File: config.mk
export PLATFORM = sky130hd
export DESIGN_NAME = bnn_weight_loader
export DESIGN_NICKNAME = d
export VERILOG_FILES = /design/src/rtl/bnn_cfg_pkg.sv /design/src/rtl/cfg_pin_sync.sv /design/src/rtl/bnn_weight_loader.sv
export SDC_FILE = /design/constraint.sdc
export NUM_CORES = 1
export LEC_CHECK = 0
export BUFFER_PORTS_ARGS = -buffer_cell sky130_fd_sc_hd__buf_2
export CAP_MARGIN = 20
export CORE_ASPECT_RATIO = 0.6
export CORE_MARGIN = 2
export CORE_UTILIZATION = 45
export CTS_BUF_LIST = sky130_fd_sc_hd__clkbuf_2
export CTS_CLUSTER_SIZE = 8
export DETAILED_ROUTE_END_ITERATION = 16
export REMOVE_ABC_BUFFERS = 1
export SLEW_MARGIN = 20
export SYNTH_ARGS = -nofsm -noshare
export SYNTH_HDL_FRONTEND = slang
export SYNTH_SLANG_ARGS = --single-unit
File: constraint.sdc
create_clock -name clk -period 3.5 [get_ports clk]
set_input_delay 0.7 -clock clk [delete_from_list [all_inputs] [get_ports clk]]
set_output_delay 0.7 -clock clk [all_outputs]
set_load 0.1 [all_outputs]
File: src/rtl/bnn_cfg_pkg.sv
// Shared constants for the BNN weight/bias configuration loader: frame
// lengths, header codes, power-on weight set, payload field offsets and
// the loader FSM state codes.
package bnn_cfg_pkg;

   localparam int HDR_BITS         = 8;
   localparam int PAYLOAD_BITS     = 40;
   localparam int CSUM_BITS        = 8;
   localparam int WRITE_FRAME_BITS = 56;
   localparam int READ_BITS        = 48;

   localparam logic [7:0] HDR_WRITE_CODE = 8'hA5;
   localparam logic [7:0] HDR_READ_CODE  = 8'h5A;

   // w_ih0..3 = 1001,1011,1100,1110; w_ho0/1 = 1010,0101; biases +1,+1,-1,+1
   localparam logic [39:0] DEFAULT_PAYLOAD = 40'h9B_CE_A5_11_F1;

   // Bit offsets of each 4-bit field inside the 40-bit payload (MSB first on the wire)
   localparam int OFS_W_IH0  = 36;
   localparam int OFS_W_IH1  = 32;
   localparam int OFS_W_IH2  = 28;
   localparam int OFS_W_IH3  = 24;
   localparam int OFS_W_HO0  = 20;
   localparam int OFS_W_HO1  = 16;
   localparam int OFS_BIAS_H0 = 12;
   localparam int OFS_BIAS_H1 = 8;
   localparam int OFS_BIAS_H2 = 4;
   localparam int OFS_BIAS_H3 = 0;

   // Loader FSM state codes
   localparam logic [2:0] ST_IDLE    = 3'd0;
   localparam logic [2:0] ST_HDR     = 3'd1;
   localparam logic [2:0] ST_WR_DATA = 3'd2;
   localparam logic [2:0] ST_WR_CSUM = 3'd3;
   localparam logic [2:0] ST_RD_DATA = 3'd4;
   localparam logic [2:0] ST_DRAIN   = 3'd5;

   // Frame checksum: XOR of the five payload bytes
   function automatic logic [7:0] payload_csum(input logic [39:0] p);
      return p[39:32] ^ p[31:24] ^ p[23:16] ^ p[15:8] ^ p[7:0];
   endfunction

endpackage

File: src/rtl/cfg_pin_sync.sv
// Multi-stage synchronizer for the three asynchronous config pins, plus
// single-cycle edge strobes for sck and cs_n taken after the last stage.
// Requires SYNC_STAGES >= 2.
module cfg_pin_sync #(
   parameter int SYNC_STAGES = 2
) (
   input  logic clk,
   input  logic rst_n,
   input  logic cs_n_pin,
   input  logic sck_pin,
   input  logic sdi_pin,
   output logic cs_n,
   output logic sdi,
   output logic sck_rise,
   output logic sck_fall,
   output logic cs_rise,
   output logic cs_fall
);

   logic [SYNC_STAGES-1:0] cs_ff;
   logic [SYNC_STAGES-1:0] sck_ff;
   logic [SYNC_STAGES-1:0] sdi_ff;
   logic                   cs_prev;
   logic                   sck_prev;

   // Shift each pin through the synchronizer chain; keep the previous synced level for edge detection
   always_ff @(posedge clk or negedge rst_n) begin
      if (!rst_n) begin
         cs_ff    <= '1;
         sck_ff   <= '0;
         sdi_ff   <= '0;
         cs_prev  <= 1'b1;
         sck_prev <= 1'b0;
      end else begin
         cs_ff    <= {cs_ff[SYNC_STAGES-2:0], cs_n_pin};
         sck_ff   <= {sck_ff[SYNC_STAGES-2:0], sck_pin};
         sdi_ff   <= {sdi_ff[SYNC_STAGES-2:0], sdi_pin};
         cs_prev  <= cs_ff[SYNC_STAGES-1];
         sck_prev <= sck_ff[SYNC_STAGES-1];
      end
   end

   assign cs_n     = cs_ff[SYNC_STAGES-1];
   assign sdi      = sdi_ff[SYNC_STAGES-1];
   assign sck_rise =  sck_ff[SYNC_STAGES-1] & ~sck_prev;
   assign sck_fall = ~sck_ff[SYNC_STAGES-1] &  sck_prev;
   assign cs_rise  =  cs_ff[SYNC_STAGES-1]  & ~cs_prev;
   assign cs_fall  = ~cs_ff[SYNC_STAGES-1]  &  cs_prev;

endmodule

File: src/rtl/bnn_weight_loader.sv
// Serial configuration writer for the BNN classifier weights/biases.
// A frame is shifted in over a 3-wire SPI-mode-0 link, checksum-verified,
// staged, and committed atomically to the active set only while the
// classifier reports IDLE. A read frame streams the active set back out.
module bnn_weight_loader
   import bnn_cfg_pkg::*;
#(
   parameter int         SYNC_STAGES = 2,
   parameter logic [7:0] HDR_WRITE   = HDR_WRITE_CODE,
   parameter logic [7:0] HDR_READ    = HDR_READ_CODE
) (
   input  logic              clk,
   input  logic              rst_n,
   input  logic              cfg_cs_n,
   input  logic              cfg_sck,
   input  logic              cfg_sdi,
   output logic              cfg_sdo,
   input  logic              cls_idle,
   output logic        [3:0] w_ih0,
   output logic        [3:0] w_ih1,
   output logic        [3:0] w_ih2,
   output logic        [3:0] w_ih3,
   output logic        [3:0] w_ho0,
   output logic        [3:0] w_ho1,
   output logic signed [3:0] bias_h0,
   output logic signed [3:0] bias_h1,
   output logic signed [3:0] bias_h2,
   output logic signed [3:0] bias_h3,
   output logic              cfg_pending,
   output logic              commit_pulse,
   output logic              cfg_err,
   output logic              cfg_busy,
   output logic        [2:0] dbg_state
);

   logic        cs_n_s, sdi_s, sck_rise, sck_fall, cs_rise, cs_fall;
   logic [2:0]  state;
   logic [5:0]  bit_cnt;
   logic [47:0] shreg;
   logic [47:0] rd_sh;
   logic [39:0] staged;
   logic [39:0] active;
   logic [47:0] shreg_next;
   logic [47:0] rd_word;
   logic        csum_ok;

   cfg_pin_sync #(.SYNC_STAGES(SYNC_STAGES)) u_sync (
      .clk      (clk),
      .rst_n    (rst_n),
      .cs_n_pin (cfg_cs_n),
      .sck_pin  (cfg_sck),
      .sdi_pin  (cfg_sdi),
      .cs_n     (cs_n_s),
      .sdi      (sdi_s),
      .sck_rise (sck_rise),
      .sck_fall (sck_fall),
      .cs_rise  (cs_rise),
      .cs_fall  (cs_fall)
   );

   // Header and write bits share one shift register; after a full write
   // frame the header has been shifted out and it holds payload + checksum.
   assign shreg_next = {shreg[46:0], sdi_s};
   assign csum_ok    = (shreg_next[7:0] == payload_csum(shreg_next[47:8]));
   assign rd_word    = {active, payload_csum(active)};

   // Frame FSM, staging, commit and readback shifter (commit and validation may share a cycle)
   always_ff @(posedge clk or negedge rst_n) begin
      if (!rst_n) begin
         state        <= ST_IDLE;
         bit_cnt      <= '0;
         shreg        <= '0;
         rd_sh        <= '0;
         staged       <= DEFAULT_PAYLOAD;
         active       <= DEFAULT_PAYLOAD;
         cfg_sdo      <= 1'b0;
         cfg_pending  <= 1'b0;
         commit_pulse <= 1'b0;
         cfg_err      <= 1'b0;
      end else begin
         commit_pulse <= 1'b0;
         if (cfg_pending && cls_idle) begin
            active       <= staged;
            commit_pulse <= 1'b1;
            cfg_pending  <= 1'b0;
         end
         if (cs_rise) begin
            state   <= ST_IDLE;
            shreg   <= '0;
            bit_cnt <= '0;
            cfg_sdo <= 1'b0;
            if (state == ST_HDR || state == ST_WR_DATA || state == ST_WR_CSUM)
               cfg_err <= 1'b1;
         end else begin
            case (state)
               ST_IDLE: begin
                  if (cs_fall) begin
                     state   <= ST_HDR;
                     cfg_err <= 1'b0;
                     bit_cnt <= '0;
                  end
               end
               ST_HDR: begin
                  if (sck_rise) begin
                     shreg   <= shreg_next;
                     bit_cnt <= bit_cnt + 6'd1;
                     if (bit_cnt == 6'(HDR_BITS - 1)) begin
                        bit_cnt <= '0;
                        if (shreg_next[7:0] == HDR_WRITE) begin
                           state <= ST_WR_DATA;
                        end else if (shreg_next[7:0] == HDR_READ) begin
                           state   <= ST_RD_DATA;
                           cfg_sdo <= rd_word[47];
                           rd_sh   <= {rd_word[46:0], 1'b0};
                        end else begin
                           cfg_err <= 1'b1;
                           state   <= ST_DRAIN;
                        end
                     end
                  end
               end
               ST_WR_DATA: begin
                  if (sck_rise) begin
                     shreg   <= shreg_next;
                     bit_cnt <= bit_cnt + 6'd1;
                     if (bit_cnt == 6'(PAYLOAD_BITS - 1)) begin
                        bit_cnt <= '0;
                        state   <= ST_WR_CSUM;
                     end
                  end
               end
               ST_WR_CSUM: begin
                  if (sck_rise) begin
                     shreg   <= shreg_next;
                     bit_cnt <= bit_cnt + 6'd1;
                     if (bit_cnt == 6'(CSUM_BITS - 1)) begin
                        bit_cnt <= '0;
                        state   <= ST_DRAIN;
                        if (csum_ok) begin
                           staged      <= shreg_next[47:8];
                           cfg_pending <= 1'b1;
                        end else begin
                           cfg_err <= 1'b1;
                        end
                     end
                  end
               end
               ST_RD_DATA: begin
                  // The first falling edge follows the last header bit; bit 1 is already out, so hold it
                  if (sck_fall) begin
                     bit_cnt <= bit_cnt + 6'd1;
                     if (bit_cnt != 6'd0) begin
                        cfg_sdo <= rd_sh[47];
                        rd_sh   <= {rd_sh[46:0], 1'b0};
                     end
                     if (bit_cnt == 6'(READ_BITS - 1)) begin
                        bit_cnt <= '0;
                        state   <= ST_DRAIN;
                     end
                  end
               end
               ST_DRAIN: begin
                  if (sck_fall) cfg_sdo <= 1'b0;
               end
               default: state <= ST_IDLE;
            endcase
         end
      end
   end

   assign w_ih0   = active[OFS_W_IH0 +: 4];
   assign w_ih1   = active[OFS_W_IH1 +: 4];
   assign w_ih2   = active[OFS_W_IH2 +: 4];
   assign w_ih3   = active[OFS_W_IH3 +: 4];
   assign w_ho0   = active[OFS_W_HO0 +: 4];
   assign w_ho1   = active[OFS_W_HO1 +: 4];
   assign bias_h0 = active[OFS_BIAS_H0 +: 4];
   assign bias_h1 = active[OFS_BIAS_H1 +: 4];
   assign bias_h2 = active[OFS_BIAS_H2 +: 4];
   assign bias_h3 = active[OFS_BIAS_H3 +: 4];

   assign cfg_busy  = ~cs_n_s;
   assign dbg_state = state;

endmodule

### Word-level counts from Yosys, hierarchy flattened

Cells that the tools add are included.

* add/subtract/negate cells: 1
* equality and inequality tests: 35
* muxes and demuxes: 59
* bitwise operators: 17
* reductions and logical operators: 20

Operators by type and width (count)
* 48-bit two-way mux: 6
* 47-bit two-way mux: 3
* 48-bit case mux with 2 select lines: 1
* 8-bit bitwise XOR: 8
* 6-bit two-way mux: 8
* 3-bit two-way mux: 11
* 3-bit inequality test (second input constant): 11
* 1-bit two-way mux: 26
* 6-bit case mux with 4 select lines: 1
* 10-bit AND reduction: 2
* 3-bit case mux with 6 select lines: 1
* 8-bit AND reduction: 2
* 6-bit equality test (second input constant): 2
* 3-bit by 2-bit inequality test with 1-bit output (second input constant): 4
* 2-bit inequality test (second input constant): 5
* 5-bit AND reduction: 2
* 8-bit by 7-bit equality test with 1-bit output (second input constant): 1
* 8-bit equality test: 1
* 8-bit equality test (second input constant): 1
* 4-bit nonzero test: 2
* 6-bit by 1-bit adder with 6-bit output (second input constant): 1
* 3-bit by 2-bit equality test with 1-bit output (second input constant): 2
* 3-bit equality test (second input constant): 2
* 6-bit by 3-bit equality test with 1-bit output (second input constant): 1
* 15 further kinds: 28

* register bits after elaboration: 196
* bits of input ports: 6
* output and inout port bits: 48
* word-level logic and storage cells: 147

### Logic depth before layout (Yosys ltp)

Gate-level depths: netlist (run 1).

* depth after elaboration: 10
* mapped depth: 10

### Hierarchy

A second synthesis (run 1) with hierarchy kept.

* cells, all modules: 785
* area total of the unflattened synthesis: 8816.0 um2

Modules (own cells, without submodules)
* bnn_weight_loader: times used 1, cells each 773, area each 8577.0 um2, sequential area each 4732.0 um2
* cfg_pin_sync: times used 1, cells each 12, area each 239.0 um2, sequential area each 203.9 um2

### Least setup slack after synthesis (run 1)

No wires, ideal clock.

* path kind: register -> register
* start: register state[0], in the netlist dbg_state[0]
* end: register rd_sh[33]
* setup time: 82 ps
* arrival time: 2662 ps
* required time: 3418 ps
* setup slack: 756 ps
* cell stages (with the launch flop): 10
* period minus slack after synthesis: 2744 ps
* path through: dfrtp_1 -> nor2_1 -> and2_1 -> buf_2 -> or3_1 -> a21oi_1 -> buf_2 -> buf_2 -> nor2_1 -> a31oi_1

* word-level cells in the longest chain between the ends: 3

Ends and longest elaborated chain
* start: declaration: line bnn_weight_loader.sv:37 `logic [2:0] state;`
* start signal: assignment: line bnn_weight_loader.sv:70 `state <= ST_IDLE;`
* start signal: assignment: line bnn_weight_loader.sv:88 `state <= ST_IDLE;`
* start signal: assignment: line bnn_weight_loader.sv:98 `state <= ST_HDR;`
* 3-bit equality test / 3-bit by 1-bit equality test with 1-bit output (equally long branches): line bnn_weight_loader.sv:95 `case (state)`
* 2-bit inequality test (no source line), or another cell as far along
* 8-bit AND reduction (no source line)
* end signal: assignment: line bnn_weight_loader.sv:114 `rd_sh <= {rd_word[46:0], 1'b0};`
* end signal: assignment: line bnn_weight_loader.sv:154 `rd_sh <= {rd_sh[46:0], 1'b0};`
* end: declaration: line bnn_weight_loader.sv:40 `logic [47:0] rd_sh;`

Parallel ways exist; a longest one is shown, timed or not.
A chain may end at the register's enable or synchronous reset.

### Worst setup path in the final report (run 1)

* start: register state[0], in the netlist dbg_state[0]
* end: output dbg_state[0]

RTL lines
* end: declaration: line bnn_weight_loader.sv:33 `output logic [2:0] dbg_state`

No word-level cell between the ends.

==> results.md, run 1 <==
- Status: completed
- Placed wire-length estimate: 13400 µm
- Core footprint: 0.0192 mm²
- First-pass GRT wire length: 32700 µm
- Critical-path top delay cell: dfrtp_1
- Reg2Reg Depth: 7
- Critical-path maximum fanout: 18
- Critical path's largest stage delay: 0.77 ns
- Pre-CTS setup slack: 1.01 ns
- Slew HR: 47.4%
- Area of the multi-input gates: 0.00369 mm²
- Psw: 1.99 mW
- Starting density of the core: 46.3%
- Die X: 185 µm
- # H-tree levels: 4
- Post-CTS Resized: 0
- Worst setup SP type: register
- Synth Cell Area: 0.00888 mm²
- Number of synthesized flops with an enable pin: 0
- Max-slew violations: 0
- DRC violations left: 0
- Clk pwr share: 21.2%
- Final ANT Viol Nets: 0
- Post-layout util: 50.5%
- CTS max path bufs: 2
- Initial DRC Count: 390
- Final worst slack: 0.735 ns
- Hold path cells: 3
- Largest net degree at the start of global routing: 95
- Reg power frac: 52.2%
- Asr flop ratio synth: 100%
- Die footprint: 0.0209 mm²
- Hold endpoint: cfg_pending$_DFF_PN0_
- Hold Startpoint: cls_idle
- F_max: 362 MHz
- Vias per cell: 5.34
- Height of the die: 113 µm
- Vias: 6194
- Worst Clk Skew: 0.0380 ns
- Final setup viols: 0
- Register area: 0.00494 mm²
- Post-CTS Setup Bufs: 0
- Reg clk slew, reported paths: 0.26 ns
- Initial antenna violation count: 0
- Max rail drop VDD: 0.000257 V
- Prevailing post-synth register cell: dfrtp_1
- Tightest Hold Check Type: input port to register
- Rows: 39
- Synth cell types: 54
- Most common cell after layout, fill and taps aside: nand2_1
- Final period util: 79.0%
- Hold violation count in the final report: 0
- Critical path data arrival time: 2.07 ns
- Drt total wl: 20300 µm
- CP top delay family: flip-flops
- Avg Inst Size Synth: 10.5 µm²
- Overall Power: 5.41 mW
- GPL Wtd Cong: 0.847
- Max_cap viols: 0
- CTS sink count: 195
- Worst reg2reg endpoint: rd_sh[14]$_DFFE_PN0P_
- Cell Pwr Density: 559 mW/mm²
- Syn Inst Count: 846
- CTS root buf: clkbuf_2
- All-Layer GR Usage: 20.5%
- WP buf/inv: 1
- Skew-Pair Late Insertion Delay: 0.78 ns
- Seq cells post-synth: 195
- Layout fillers: 1796
- CTS buffer count: 17
- CTS tree: done
- DRT Pass-1 Iters: 5
- Net Sw Frac: 36.8%
- Logic pwr share: 26.6%
- Area growth syn-to-layout: 8.98%
- Finished Layout Cells: 1161
- Setup CP Type: register to primary output
- Unrepaired setup endpoints after global routing: no
- Vias in the first global route: 5775
- Slew @ Worst Pin: 0.788 ns
- Ports: 54
- Warnings, synthesis: 0
- Commonest non-fill, non-tap cells in the layout: nand2_1, dfrtp_1, mux2_2
- Internal Dissipation: 3.42 mW
- Layout cells sized above 1: 24.9%
- Seq/Total Area, Yosys: 55.6%
- Reg-to-Reg Start: dbg_state[0]$_DFFE_PN0P_
- Worst Path Required: 2.80 ns
- CP endpoint kind: primary output
- Ant diodes: 0
- WL/cell: 17.5 µm
- Pleak: 4.23 nW
- # hold bufs at CTS: 4
- Total negative slack: 0 ns
- R2R setup slack: 0.95 ns
- Final nets: 891
- Number of port buffers: 53
- Grt ovf: 0
- Inst Count DP: 1125
- Worst-path cell chain: buf_2
- Fin crit period: 2.77 ns
per-stage QoR:
step                hold WS (ns)  instance area, µm²
floorplan                  0.331                8640
global placement           0.333                9400
detailed placement         0.339                9400
CTS                        0.118                9680
global route               0.105                9680
finish                     0.183                9680
kinds of logic (layout without fill, tap and decap cells):
family	after synthesis	count (layout)	share of synthesized area, %
buf+inv	63	112	3.13
fa+ha+maj	3	3	0.423
compound gates	150	150	9.99
flops	195	195	55.6
mux	81	81	10.3
xor+xnor	71	71	7.16
simple gates	283	283	13.4
final cells by class:
type                            instances  area share, %
Sequential cell                       195           51.0
Clock inverter                         13           1.46
Inverter                               11          0.427
Multi-Input combinational cell        588           38.1
Timing Repair Buffer                   69           4.56
Tap cell                              266           3.44
Clock buffer                           19          0.983
sequential cells by signal, summed over array words and instances, names as in the netlist:
signal,count
u_sync.cs_prev,1
u_sync.sck_prev,1
staged,40
rd_sh,47
active,40
cfg_pending,1
commit_pulse,1
u_sync.sdi_ff,2
u_sync.cs_ff,2
cfg_sdo,1
u_sync.sck_ff,2
bit_cnt,6
cfg_err,1
shreg,47
dbg_state,3
cell usage after synthesis (all sizes together) (4+ instances only):
cell type,n,area share [%]
nand2,181,7.7
dfrtp,150,42
mux2,80,10
a21oi,67,3.8
nor2,63,2.7
xnor2,60,5.9
dfstp,45,13
a31oi,43,3.0
clkbuf,32,1.4
buf,20,1.3
o21ai,13,0.73
inv,11,0.47
xor2,10,0.99
nor2b,6,0.42
nand2b,5,0.35
nand3,4,0.23
nor3,4,0.23
worst reg2reg max path, stage by stage, from the launching register on:
cell and delay, ns:
dfrtp_1 0.77, nor2_1 0.23, and2_2 0.25, or3_1 0.38, a21oi_4 0.19, buf_12 0.31
nor2_1 0.18, a31oi_1 0.18
power groups by stage:
stage	logic, mW	clock network, mW	registers [mW]
2_1_floorplan	0.913	0	2.94
3_3_place_gp	1.44	0	2.86
3_5_place_dp	1.45	0	2.86
4_1_cts	1.46	1.17	2.82
5_1_grt	1.62	1.28	2.87
6_report	1.44	1.15	2.83
worst max path at each step:
stage | startpoint | endpoint | slack [ns] | depth (start not counted)
3_3_place_gp | dbg_state[2]$_DFFE_PN0P_ | staged[20]$_DFFE_PN0P_ | 1.06 | 6
2_1_floorplan | dbg_state[0]$_DFFE_PN0P_ | rd_sh[1]$_DFFE_PN0P_ | -2.80 | 5
3_5_place_dp | u_sync.cs_prev$_DFF_PN1_ | staged[9]$_DFFE_PN0P_ | 1.01 | 8
5_1_grt | dbg_state[2]$_DFFE_PN0P_ | dbg_state[2] | 0.54 | 1
4_1_cts | dbg_state[2]$_DFFE_PN0P_ | dbg_state[2] | 0.67 | 1
6_report | dbg_state[0]$_DFFE_PN0P_ | dbg_state[0] | 0.73 | 1
per-layer routing:
metal / GRT usage, % / vias to the layer above / share of wire (%)
met5: 0 / - / 0
met4: 4.29 / 0 / 0.70
met3: 4.41 / 10 / 5.3
met2: 26.3 / 149 / 40
met1: 34.4 / 3102 / 54
li1: - / 2933 / -
Note: power is estimated with default switching activity, not from simulation.
==> run 2: changes to the inputs <==
==> constraint.sdc (replaced) <==
create_clock -name clk -period 2.3 [get_ports clk]
set_input_delay 0.46 -clock clk [delete_from_list [all_inputs] [get_ports clk]]
set_output_delay 0.46 -clock clk [all_outputs]
set_load 0.1 [all_outputs]
==> run 2 against run 1 <==
The flow now finishes with violations (setup timing); flip-flop and latch count unchanged; wire length increased by 7.9%; final area increased by 9.9%; final cell count increased by 6.5%; register-to-register slack got worse by 1.2 ns; largest power group unchanged; non-clock buffer count increased by 76; combinational power increased by 76%; via count increased by 5.0%; sequential share of layout area decreased by 4.6 points.
==> results.md, run 2 (same netlist as run 1, synthesis figures left out) <==
- Setup CP Type: register to register
- Finished Layout Cells: 1237
- WL/cell: 17.7 µm
- Slew @ Worst Pin: 0.707 ns
- Grt ovf: 0
- Vias: 6503
- GPL Wtd Cong: 0.837
- Commonest non-fill, non-tap cells in the layout: nand2_1, dfrtp_1, buf_4
- Largest net degree at the start of global routing: 55
- Die footprint: 0.0209 mm²
- Hold violation count in the final report: 0
- Drt total wl: 21900 µm
- DRT Pass-1 Iters: 7
- Reg clk slew, reported paths: 0.28 ns
- Logic pwr share: 30.0%
- Initial DRC Count: 482
- DRC violations left: 0
- Final worst slack: -0.205 ns
- Slew HR: 52.4%
- Max rail drop VDD: 0.000398 V
- Number of port buffers: 53
- Final setup viols: 40
- Internal Dissipation: 5.30 mW
- Fin area: 0.0106 mm²
- Worst setup SP type: register
- CTS max path bufs: 2
- Core footprint: 0.0192 mm²
- Most common cell after layout, fill and taps aside: nand2_1
- Max_cap viols: 0
- Pleak: 4.67 nW
- Max-slew violations: 0
- F_max: 399 MHz
- DR WL met2: 8890 µm
- Rows: 39
- All-Layer GR Usage: 21.8%
- Critical path data arrival time: 3.23 ns
- Layout fillers: 1736
- Met3 WL: 968 µm
- Max layer used: met4
- Net Sw Frac: 37.2%
- Initial antenna violation count: 0
- Worst Path Required: 3.03 ns
- Critical-path maximum fanout: 10
- Tightest Hold Check Type: input port to asynchronous set/reset pin
- Unrepaired setup endpoints after global routing: yes
- CP endpoint kind: register
- Inst Count DP: 1183
- Violated checks: setup timing
- Top Registers: rd_sh: 47 flops, shreg: 47 flops
- Hold_ws: 0.116 ns
- Ant diodes: 0
- Height of the die: 113 µm
- Psw: 3.14 mW
- Vias in the first global route: 6092
- Area growth syn-to-layout: 19.7%
- Vias per cell: 5.26
- Final period util: 109%
- Ports: 54
- First-pass GRT wire length: 34600 µm
- Layout cells sized above 1: 31.9%
- DRT met1 WL: 11900 µm
- Skew-Pair Late Insertion Delay: 0.81 ns
- CTS root buf: clkbuf_2
- Fin crit period: 2.50 ns
- CTS sink count: 195
- Final nets: 967
- Placed wire-length estimate: 14400 µm
- Worst Clk Skew: 0.0407 ns
- Cell Pwr Density: 795 mW/mm²
- Die X: 185 µm
- Status: finished with violations
- Placed cell area: 0.00992 mm²
- Starting density of the core: 46.3%
- CTS buffer count: 17
- Clk pwr share: 19.9%
- Reg power frac: 50.1%
- CTS tree: done
- # H-tree levels: 4
- Final ANT Viol Nets: 0
[run 2: cell types whose count changed in the layout (fill, tap and decap cells not counted), moves of 4 or more]
cell      change
buf_4        +74
buf_2        -38
buf_6        +16
mux2_4       +12
clkbuf_4     +11
mux2_2        -8
buf_12        +7
mux2_1        -4
[run 2: metal layers]
layer,up-vias,GRT usage [%]
met5,-,0
met4,0,4.29
met3,12,4.18
met2,157,28.5
met1,3241,36.7
li1,3093,-
[run 2: layout make-up]
type / instances / area [µm²] / share of cell area, %
clock inverter: 15 / 139 / 1.31
multi-input combinational: 588 / 3760 / 35.4
clock buffer: 17 / 85.1 / 0.800
tap: 266 / 333 / 3.13
inverter: 11 / 41.3 / 0.388
sequential: 195 / 4940 / 46.5
timing repair buffer: 145 / 1330 / 12.5
[run 2: timing repair]
item / 4_1_cts / 5_1_grt
endpoints found under the hold margin: 163 / 0
cloned: 2 / 2
pin swaps: 0 / 3
setup endpoints to repair: 66 / 120
hold buffers: 5 / 0
resized for setup: 31 / 51
setup buffers: 3 / 10
[run 2: worst paths after layout]
| kind | start | to | slack, ns | cells past startpoint |
|---|---|---|---|---|
| max | shreg[1]$_DFFE_PN0P_ | staged[17]$_DFFE_PN0P_ | -0.20 | 8 |
| min | rst_n | bit_cnt[3]$_DFFE_PN0P_ | 0.12 | 2 |
| max reg2reg | shreg[1]$_DFFE_PN0P_ | staged[17]$_DFFE_PN0P_ | -0.20 | 8 |
| min reg2reg | u_sync.cs_ff[0]$_DFF_PN1_ | u_sync.cs_ff[1]$_DFF_PN1_ | 0.37 | 0 |
| max in group asynchronous | rst_n | active[32]$_DFFE_PN1P_ | 1.47 | 3 |
| min in group clk | cfg_sdi | u_sync.sdi_ff[0]$_DFF_PN0_ | 0.28 | 2 |
[run 2: power by group through the flow]
stage,logic [mW],registers (mW),clock network [mW]
6_report,2.54,4.23,1.68
5_1_grt,2.80,4.29,1.89
4_1_cts,2.52,4.23,1.73
3_5_place_dp,2.49,4.29,0
3_3_place_gp,2.47,4.27,0
2_1_floorplan,1.39,4.47,0
[run 2: worst max-delay path: stages, from the launching register on]
cell and delay, ns:
dfrtp_1 0.45, xnor2_1 0.18, xnor3_1 0.44, a21oi_2 0.12, nand4_1 0.18, nor4b_4 0.32, buf_6 0.19, clkbuf_16 0.19
mux2_2 0.33
[run 2: metrics by stage]
| stage | utilization (%) | setup TNS [ns] | setup slack [ns] | power, mW |
|---|---|---|---|---|
| after floorplan | - | -345.98 | -4.00 | 5.86 |
| after global placement | 51.7 | -0.227 | -0.0167 | 6.74 |
| after detailed placement | 51.7 | -1.00 | -0.0574 | 6.78 |
| after CTS | 53.9 | -1.96 | -0.0915 | 8.48 |
| after global routing | 55.4 | -11.83 | -0.284 | 8.99 |
| final | 55.4 | -6.44 | -0.205 | 8.45 |
